<file path="src/rtl/vga_timing_generator.sv">
// rtl/vga_timing_generator.sv - 640x480@60 VGA raster timing generator with pixel-rate prescaler
//
// Generates the raster counters for a frame, and decodes them into sync, blanking,
// coordinate and linear-address outputs for the RGB frame-buffer reader downstream.
//
// Optional feature macro: VGA_TIMING_PIPE_ALIGN_EN
//   When defined, hsync, vsync and video_on are re-registered on pixel_tick. This
//   delays them by one pixel period to match the frame buffer's read latency.
//   pixel_x, pixel_y, pixel_address, line_start and frame_start are not delayed.
//   When undefined, every output is a zero-latency decode of the counter registers.
//
// Ports:
//   clock          in   system clock, rising edge
//   reset          in   synchronous active-high reset
//   pixel_tick     out  one-clock strobe every CLOCK_DIVIDE clocks; raster advances on it
//   hsync          out  horizontal sync, asserted level = SYNC_ACTIVE_LEVEL
//   vsync          out  vertical sync, asserted level = SYNC_ACTIVE_LEVEL
//   video_on       out  current pixel lies in the visible region
//   pixel_x        out  horizontal count (10 bits)
//   pixel_y        out  vertical count (10 bits)
//   pixel_address  out  linear visible-pixel index, $clog2(H_ACTIVE*V_ACTIVE) bits
//   line_start     out  pulse on the tick at h_count == 0
//   frame_start    out  pulse on the tick at h_count == 0 and v_count == 0

module vga_timing_generator #(
  parameter int   CLOCK_DIVIDE      = 2,
  parameter int   H_ACTIVE          = 640,
  parameter int   H_FRONT           = 16,
  parameter int   H_SYNC            = 96,
  parameter int   H_BACK            = 48,
  parameter int   V_ACTIVE          = 480,
  parameter int   V_FRONT           = 10,
  parameter int   V_SYNC            = 2,
  parameter int   V_BACK            = 33,
  parameter logic SYNC_ACTIVE_LEVEL = 1'b0,
  localparam int  ADDR_W            = $clog2(H_ACTIVE * V_ACTIVE)
) (
  input  logic              clock,
  input  logic              reset,
  output logic              pixel_tick,
  output logic              hsync,
  output logic              vsync,
  output logic              video_on,
  output logic [9:0]        pixel_x,
  output logic [9:0]        pixel_y,
  output logic [ADDR_W-1:0] pixel_address,
  output logic              line_start,
  output logic              frame_start
);

  localparam int H_TOTAL = H_ACTIVE + H_FRONT + H_SYNC + H_BACK;
  localparam int V_TOTAL = V_ACTIVE + V_FRONT + V_SYNC + V_BACK;

  // A one-bit prescaler is kept even for CLOCK_DIVIDE=1; it then never leaves 0.
  localparam int PS_W = (CLOCK_DIVIDE > 1) ? $clog2(CLOCK_DIVIDE) : 1;

  localparam logic [PS_W-1:0] PS_LAST  = PS_W'(CLOCK_DIVIDE - 1);
  localparam logic [9:0]      H_VIS    = 10'(H_ACTIVE);
  localparam logic [9:0]      H_LAST   = 10'(H_TOTAL - 1);
  localparam logic [9:0]      HS_FIRST = 10'(H_ACTIVE + H_FRONT);
  localparam logic [9:0]      HS_LAST  = 10'(H_ACTIVE + H_FRONT + H_SYNC - 1);
  localparam logic [9:0]      V_VIS    = 10'(V_ACTIVE);
  localparam logic [9:0]      V_LAST   = 10'(V_TOTAL - 1);
  localparam logic [9:0]      VS_FIRST = 10'(V_ACTIVE + V_FRONT);
  localparam logic [9:0]      VS_LAST  = 10'(V_ACTIVE + V_FRONT + V_SYNC - 1);

  logic [PS_W-1:0] prescaler;
  logic [9:0]      h_count;
  logic [9:0]      v_count;

  logic tick_raw;
  logic h_wrap;
  logic frame_wrap;
  logic video_raw;
  logic hsync_raw;
  logic vsync_raw;

  assign tick_raw   = (prescaler == PS_LAST);
  assign h_wrap     = (h_count == H_LAST);
  assign frame_wrap = h_wrap && (v_count == V_LAST);

  // Zero-latency decodes of the counter registers.
  assign video_raw = (h_count < H_VIS) && (v_count < V_VIS);
  assign hsync_raw = ((h_count >= HS_FIRST) && (h_count <= HS_LAST)) ?
                     SYNC_ACTIVE_LEVEL : ~SYNC_ACTIVE_LEVEL;
  assign vsync_raw = ((v_count >= VS_FIRST) && (v_count <= VS_LAST)) ?
                     SYNC_ACTIVE_LEVEL : ~SYNC_ACTIVE_LEVEL;

  // Prescaler and raster counters.
  always_ff @(posedge clock) begin
    if (reset) begin
      prescaler <= '0;
      h_count   <= '0;
      v_count   <= '0;
    end else begin
      if (tick_raw) begin
        prescaler <= '0;
      end else begin
        prescaler <= prescaler + PS_W'(1);
      end

      if (tick_raw) begin
        if (h_wrap) begin
          h_count <= '0;
          if (v_count == V_LAST) begin
            v_count <= '0;
          end else begin
            v_count <= v_count + 10'd1;
          end
        end else begin
          h_count <= h_count + 10'd1;
        end
      end
    end
  end

  // Linear address: counts visible pixels already shown in this frame, so during
  // blanking it already points at the next visible pixel. The frame wrap check
  // comes first; the last raster position is never visible, so the two cases
  // cannot collide.
  always_ff @(posedge clock) begin
    if (reset) begin
      pixel_address <= '0;
    end else if (tick_raw) begin
      if (frame_wrap) begin
        pixel_address <= '0;
      end else if (video_raw) begin
        pixel_address <= pixel_address + ADDR_W'(1);
      end
    end
  end

  assign pixel_tick  = tick_raw & ~reset;
  assign line_start  = pixel_tick && (h_count == 10'd0);
  assign frame_start = line_start && (v_count == 10'd0);
  assign pixel_x     = h_count;
  assign pixel_y     = v_count;

`ifdef VGA_TIMING_PIPE_ALIGN_EN
  logic hsync_q;
  logic vsync_q;
  logic video_q;

  // One pixel period of delay, matching the frame buffer read latency.
  always_ff @(posedge clock) begin
    if (reset) begin
      hsync_q <= ~SYNC_ACTIVE_LEVEL;
      vsync_q <= ~SYNC_ACTIVE_LEVEL;
      video_q <= 1'b0;
    end else if (tick_raw) begin
      hsync_q <= hsync_raw;
      vsync_q <= vsync_raw;
      video_q <= video_raw;
    end
  end

  assign hsync    = reset ? ~SYNC_ACTIVE_LEVEL : hsync_q;
  assign vsync    = reset ? ~SYNC_ACTIVE_LEVEL : vsync_q;
  assign video_on = video_q & ~reset;
`else
  assign hsync    = reset ? ~SYNC_ACTIVE_LEVEL : hsync_raw;
  assign vsync    = reset ? ~SYNC_ACTIVE_LEVEL : vsync_raw;
  assign video_on = video_raw & ~reset;
`endif

endmodule

</file>
<file path="config.mk">
export PLATFORM = sky130hd
export DESIGN_NAME = vga_timing_generator
export DESIGN_NICKNAME = d
export VERILOG_FILES = /design/src/rtl/vga_timing_generator.sv
export SDC_FILE = /design/constraint.sdc
export NUM_CORES = 1
export LEC_CHECK = 0
export BUFFER_PORTS_ARGS = -buffer_cell sky130_fd_sc_hd__buf_2
export CORE_ASPECT_RATIO = 1.2
export CORE_UTILIZATION = 30
export DETAILED_ROUTE_END_ITERATION = 7
export PLACE_DENSITY_LB_ADDON = 0.25
export SYNTH_ARGS = -nofsm -noshare
export SYNTH_HDL_FRONTEND = slang
export SYNTH_SLANG_ARGS = --single-unit
</file>
<file path="constraint.sdc">
create_clock -name clock -period 2 [get_ports clock]
set_input_delay 0.1 -clock clock [delete_from_list [all_inputs] [get_ports clock]]
set_output_delay 0.1 -clock clock [all_outputs]
set_load 0.01 [all_outputs]
</file>
==> impl_table.tex, run 1 <==
\begin{tabular}{lr}
\hline
Metric & Value \\
\hline
\multicolumn{2}{l}{\textbf{Worst setup path}} \\
Path type of the worst setup path & reg -> out \\
Count of buffer and inverter cells on the critical path & 2 \\
Ordered cell list for the critical path & nor4\_4, nand3\_1, nor4b\_2, buf\_4, and4\_1, buf\_2 \\
Master of the slowest instance on the critical path & dfxtp\_4 \\
Arrival time of data at the critical path endpoint & $\sim$1.8 ns \\
Worst setup EP type & output pin \\
Data required time at the worst endpoint & about 1.9 ns \\
Highest fanout seen on the critical path & 9 \\
Highest cell delay on the worst timing path & 0.39 ns \\
Crit path launch type & register \\
Dominant delay contributor by cell family on the critical path & simple AND/OR/NAND/NOR gates \\
\multicolumn{2}{l}{\textbf{Clock tree}} \\
Clk pin slew, worst setup/hold paths & around 0.09 ns \\
Number of levels in the clock H-tree & 2 \\
CTS tree & built \\
Sinks on Clock Net & 40 \\
Later-pin clock latency in the skew report & approximately 0.3 ns \\
Number of buffers created by CTS & 5 \\
Root buffer cell & clkbuf\_8 \\
Deepest clock path buffer count & 2 \\
\multicolumn{2}{l}{\textbf{Synthesis}} \\
Async S/R FF share, synth & 0\% \\
Flop and latch count out of synthesis & 40 \\
Count of mapped cells out of synthesis & about 270 \\
Number of synthesized flops with an enable pin & 0 \\
Number of distinct library cells after synthesis & 53 \\
Cell area after synthesis & 0.00222 sq mm \\
Proportion of synthesized chip area in sequential cells & a little over a third \\
Cell type with the largest total area after synthesis & dfxtp\_1 \\
Top post-synthesis cells by area & dfxtp\_1 36\%, xor2\_1 5.5\%, nand3\_1 4.3\%, nor2\_1 3.9\%, a21oi\_1 3.8\% \\
Synthesized area divided by synthesized cell count & around 8 sq um \\
Portion of synthesized cell area occupied by the leading cell type & a little over a third \\
Cell with the most instances after synthesis & dfxtp\_1 \\
Leading cell types by count after synthesis & 40 x dfxtp\_1, 23 x nor2\_1, 22 x nand2\_1 \\
Net count after synthesis & between 200 and 300 \\
Dominant synthesized flop cell & dfxtp\_1 \\
Synthesis Warnings & 0 \\
\multicolumn{2}{l}{\textbf{Floorplanning}} \\
Initial Util & a little under a third \\
Chip Height & approximately 96 microns \\
Die Wd & $\sim$80 microns \\
Floorplan die area & 0.00774 sq mm \\
Top-level port count & 47 \\
Floorplan core area & 0.00719 sq mm \\
Row count & 34 \\
\multicolumn{2}{l}{\textbf{Power and ir drop}} \\
PwrDens & 573 mW/mm\^{}2 \\
Worst vdd rail ir drop & approximately 0.00037 V \\
Leakage & 0.00116 uW \\
\multicolumn{2}{l}{\textbf{Layout}} \\
Layout cells sized above 1 & a little under a third \\
Final Net Count & around 350 \\
FILL cells & about 750 \\
Area delta synth->final & 31.0\% \\
Number of antenna diodes & 0 \\
Post-route design area & between 0.002 and 0.003 sq mm \\
\multicolumn{2}{l}{\textbf{Placement}} \\
Number of buffers added on ports & 46 \\
Pre-CTS WS & approximately 0.07 ns \\
Final weighted congestion in routability-driven placement & about 0.84 \\
Area of placed instances & $\sim$0.0027 sq mm \\
Final HPWL DP & approximately 4700 microns \\
\multicolumn{2}{l}{\textbf{STA}} \\
Fin Clk Skew & $\sim$0.011 ns \\
Unrepaired setup endpoints after global routing & no \\
Peak Freq & between 500 and 600 MHz \\
Worst Tran Pin Value & 0.478 ns \\
Final Hold Viols & 0 \\
Rel. slew slack & between 60\% and 70\% \\
Final hold slack & 0.272 ns \\
Endpoints failing setup & 0 \\
Setup TNS & 0 ns \\
Post-route setup slack & 0.117 ns \\
Crit share post-route & between 90\% and 100\% \\
Clock period minus worst slack & between 1.5 and 2 ns \\
Max-slew violations & 0 \\
\multicolumn{2}{l}{\textbf{GRT}} \\
Total global routing track utilization & between 10\% and 20\% \\
Overall overflow remaining after global route & 0 \\
Initial antenna violation count & 0 \\
Maximum number of pins on one net before global-route repair & 29 \\
Global-route wire length before repair & between 10000 and 15000 microns \\
Number of global-route vias before repair & between 2000 and 2500 \\
\multicolumn{2}{l}{\textbf{Route}} \\
Via density & 5.30 \\
Count of vias placed by the detailed router & $\sim$2300 \\
Post-detailed-route count of antenna-violating nets & 0 \\
Count of TritonRoute iterations in the first routing pass & 4 \\
Wire length reported by the detailed router & approximately 6300 microns \\
Detailed-route DRC error count & 0 \\
Initial DRC count & $\sim$150 \\
Wire per inst & between 10 and 15 microns \\
\multicolumn{2}{l}{\textbf{Min path}} \\
Worst hold path type & in -> reg \\
\multicolumn{2}{l}{\textbf{Run}} \\
Count of maximum capacitance violations & 0 \\
\multicolumn{2}{l}{\textbf{Outcome}} \\
Status & complete, no violations \\
\hline
\end{tabular}
==> state kept, by name, summed over array words and instances (netlist names) <==
register       count
pixel_address     19
pixel_y           10
pixel_x           10
prescaler          1
==> logic make-up (layout without fill, tap and decap cells) <==
family | after synthesis | in the layout | share of synthesized area (%)
AND/OR/NAND/NOR | 130 | 130 | 34.1
multiplexers | 1 | 1 | 0.451
AO/OA/AOI/OAI | 52 | 52 | 14.9
XOR/XNOR | 16 | 16 | 6.32
adder cells (fa/ha/maj) | 5 | 5 | 2.82
flip-flops | 40 | 40 | 36.1
buffers and inverters | 27 | 98 | 5.36
==> cell type report <==
class,count,area (sq um),share of cell area [%]
clock buffers,7,96.3,3.32
clock inverters,1,30.0,1.03
inverters,11,41.3,1.42
multi-input cells,204,1340,46.0
flip-flops and latches,40,810,27.9
well taps,90,113,3.88
repair buffers,79,478,16.5
==> power by group <==
| group | switching (uW) | internal, uW |
|---|---|---|
| Combinational | 65.9 | 47.2 |
| Clock | 303 | 441 |
| Sequential | 5.87 | 802 |
==> final timing paths <==
| kind | startpoint | to | slack (ns) | cells after the start |
|---|---|---|---|---|
| worst min-delay path | reset | prescaler | 0.27 | 3 |
| worst min register to register | pixel_address[14] | pixel_address[14] | 0.51 | 2 |
| worst max-delay path | pixel_x[6] | frame_start | 0.12 | 6 |
| worst max register to register | pixel_x[7] | pixel_y[6] | 0.14 | 5 |
==> placed cells by master, fill, tap and decap left out, types with 2 or more instances in the layout <==
cell type / Yosys / routed
xnor2_1: 2 / 2
nand3_1: 19 / 19
nor4_1: 7 / 6
nor3_1: 8 / 8
nand4b_1: 2 / 2
a22oi_1: 2 / 2
nand4_1: 12 / 12
a32oi_1: 2 / 2
and3_1: 3 / 3
buf_4: 2 / 33
o211ai_1: 2 / 2
nand4bb_1: 2 / 2
a31oi_1: 3 / 3
or3_1: 5 / 5
a311oi_1: 2 / 2
a21oi_1: 17 / 17
o21ai_0: 11 / 11
nor4_4: 1 / 2
o21ai_1: 3 / 3
nor2_1: 23 / 23
or4_1: 4 / 4
dfxtp_1: 40 / 35
buf_2: 2 / 46
dfxtp_2: 0 / 4
o22ai_1: 2 / 2
ha_1: 5 / 5
and2_1: 3 / 3
clkbuf_8: 0 / 7
nand2_1: 22 / 22
inv_1: 11 / 11
and4_1: 6 / 6
xor2_1: 14 / 14
==> per-layer routing <==
layer	global-route usage (%)	up-vias	share of wire [%]
li1	-	1140	-
met1	21.1	1078	46
met2	29.0	63	47
met3	3.51	10	5.0
met4	5.65	0	1.9
met5	0	-	0
==> worst register-to-register path, stage by stage (launching register included) <==
cell and delay [ns]:
dfxtp_2 0.39, nand4bb_1 0.29, nor4_4 0.42, buf_4 0.22
a21o_1 0.32, nor2_1 0.09
==> what timing repair did <==
action / CTS / global route
hold buffers: 0 / 0
pin swaps: 2 / 4
buffers inserted: 1 / 0
setup endpoints to repair: 1 / 6
resized for setup: 3 / 8
hold endpoints to repair: 0 / 0
cloned: 0 / 0
==> stage by stage <==
step	cells	util (%)	power [uW]
after floorplan	271	-	889
after global placement	424	38.0	937
after detailed placement	424	38.0	937
after CTS	432	39.9	1680
after global routing	432	40.4	1730
final	432	40.4	1670
Note: power is estimated with default switching activity, not from simulation.
==> run 2, diff against run 1 <==
Settings changed: REMOVE_ABC_BUFFERS from default to 1.
==> run 2 against run 1 <==
Against the previous run: cell area decreased by 0.52%; non-clock buffer count fell by 2; sequential cell count stayed put; sequential power about the same; core utilization down 0.21 points.
==> impl_table.tex, run 2 (synthesis gave the netlist of run 1 again) <==
\begin{tabular}{lr}
\hline
Metric & Value \\
\hline
\multicolumn{2}{l}{\textbf{Route}} \\
Count of vias placed by the detailed router & about 2300 \\
Post-detailed-route count of antenna-violating nets & 0 \\
Wire per inst & 15.0 microns \\
Count of TritonRoute iterations in the first routing pass & 4 \\
Detailed-route DRC error count & 0 \\
Wire length reported by the detailed router & between 6000 and 7000 microns \\
Via density & between 5 and 6 \\
Initial DRC count & between 70 and 80 \\
\multicolumn{2}{l}{\textbf{Clock tree}} \\
Clk pin slew, worst setup/hold paths & $\sim$0.080 ns \\
Number of levels in the clock H-tree & 2 \\
CTS tree & built \\
Deepest clock path buffer count & 2 \\
Later-pin clock latency in the skew report & approximately 0.3 ns \\
Root buffer cell & clkbuf\_8 \\
Sinks on Clock Net & 40 \\
Number of buffers created by CTS & 5 \\
\multicolumn{2}{l}{\textbf{STA}} \\
Worst Tran Pin Value & around 0.48 ns \\
Crit share post-route & 94.8\% \\
Peak Freq & between 500 and 600 MHz \\
Rel. slew slack & between 60\% and 70\% \\
Max-slew violations & 0 \\
Final Hold Viols & 0 \\
Post-route setup slack & 0.103 ns \\
Clock period minus worst slack & roughly 1.9 ns \\
Endpoints failing setup & 0 \\
Fin Clk Skew & 0.00801 ns \\
Final hold slack & approximately 0.31 ns \\
\multicolumn{2}{l}{\textbf{Floorplanning}} \\
Row count & 34 \\
Floorplan core area & 0.00719 sq mm \\
Die Wd & about 81 microns \\
Floorplan die area & 0.00774 sq mm \\
Chip Height & a little under 100 microns \\
Initial Util & between 30\% and 40\% \\
Top-level port count & 47 \\
\multicolumn{2}{l}{\textbf{Power and ir drop}} \\
Worst vdd rail ir drop & $\sim$0.00034 V \\
Total power draw & $\sim$1700 uW \\
Leakage & between 0.001 and 0.0015 uW \\
PwrDens & 572 mW/mm\^{}2 \\
\multicolumn{2}{l}{\textbf{GRT}} \\
Initial antenna violation count & 0 \\
Number of global-route vias before repair & around 2100 \\
Overall overflow remaining after global route & 0 \\
Global-route wire length before repair & 10600 microns \\
Total global routing track utilization & between 10\% and 20\% \\
Maximum number of pins on one net before global-route repair & 29 \\
\multicolumn{2}{l}{\textbf{Worst setup path}} \\
Highest fanout seen on the critical path & 4 \\
Data required time at the worst endpoint & 1.90 ns \\
Path type of the worst setup path & reg -> out \\
Critical R2R Launch & pixel\_address[1] \\
Crit path launch type & register \\
Termination of the worst setup path & frame\_start \\
Worst reg2reg path depth & 6 \\
Reg-to-reg critical path endpoint & pixel\_address[18] \\
Arrival time of data at the critical path endpoint & approximately 1.8 ns \\
Critical path launch point & pixel\_x[6] \\
Worst setup EP type & output pin \\
Slack of the worst reg-to-reg path & between 0.15 and 0.2 ns \\
\multicolumn{2}{l}{\textbf{Layout}} \\
Storage cell area & about 810 sq um \\
Area delta synth->final & 30.3\% \\
FILL cells & $\sim$760 \\
Layout cells sized above 1 & a little under a third \\
Area occupied by multi-input gates & between 0.001 and 0.0015 sq mm \\
Most common cell after layout, fill and taps aside & buf\_2 \\
Highest-count cells in the layout ignoring fill and taps & 46 x buf\_2, 35 x dfxtp\_1, 31 x buf\_4 \\
Number of flip-flops in the largest register & 19 \\
Top reg by flops & pixel\_address \\
Final Net Count & roughly 350 \\
Number of antenna diodes & 0 \\
\multicolumn{2}{l}{\textbf{Run}} \\
Count of maximum capacitance violations & 0 \\
\multicolumn{2}{l}{\textbf{Placement}} \\
Final weighted congestion in routability-driven placement & 0.842 \\
Number of buffers added on ports & between 40 and 50 \\
Pre-CTS WS & between 0.08 and 0.09 ns \\
Final HPWL DP & 4740 microns \\
\multicolumn{2}{l}{\textbf{Outcome}} \\
Status & complete, no violations \\
\multicolumn{2}{l}{\textbf{Min path}} \\
Worst hold path type & in -> reg \\
\hline
\end{tabular}
[run 2: cell types whose count changed in the layout (fill, tap and decap cells not counted), sizes merged]
cell and delta:
buf -2
[run 2: final cells by class]
| cell class | instances | share of cell area, % |
|---|---|---|
| clock buffers | 7 | 3.33 |
| flip-flops and latches | 40 | 28.0 |
| clock inverters | 1 | 1.04 |
| repair buffers | 77 | 16.0 |
| inverters | 11 | 1.43 |
| multi-input cells | 204 | 46.3 |
| well taps | 90 | 3.90 |
[run 2: worst min-delay path by stage]
stage                           start                end  slack [ns]  depth (start not counted)
global route                    reset         pixel_x[4]        0.33                          3
floorplan                       reset          prescaler        0.17                          1
detailed placement  pixel_address[18]  pixel_address[18]        0.49                          2
CTS                             reset          prescaler        0.31                          3
global placement    pixel_address[17]  pixel_address[17]        0.48                          2
finish                          reset          prescaler        0.31                          3
[run 2: worst max-delay path: stages, from the launching register on]
cell and delay (ns):
dfxtp_1 0.36, nor4_4 0.29, nand3_2 0.09, nor4b_2 0.29, buf_4 0.15, and4_1 0.18, buf_2 0.13
[run 2: metrics by stage]
stage,utilization (%),setup TNS [ns],cells,instance area (sq um)
after floorplan,-,0,255,2140
after CTS,39.5,0,429,2840
final,40.2,0,430,2890
after detailed placement,37.7,0,421,2710
after global routing,40.2,-0.0393,430,2890
after global placement,37.7,0,421,2710
[run 2: timing repair]
action	in CTS	in global routing
pin swaps	0	3
endpoints found under the setup margin	1	14
gates resized for setup	1	11
hold buffers	0	0
buffers inserted	0	1
[run 2: routing by layer]
metal | GRT usage [%] | vias up | routed length [microns]
li1 | - | 1133 | -
met1 | 22.7 | 1073 | 2960
met2 | 29.1 | 48 | 3140
met3 | 3.60 | 7 | 267
met4 | 6.10 | 0 | 65
met5 | 0 | - | 0
[run 2: power by group]
part           switching, uW  leakage (uW)  internal [uW]
sequential              7.38      0.000326            802
combinational           65.5      0.000777           45.4
clock                    293     0.0000645            440
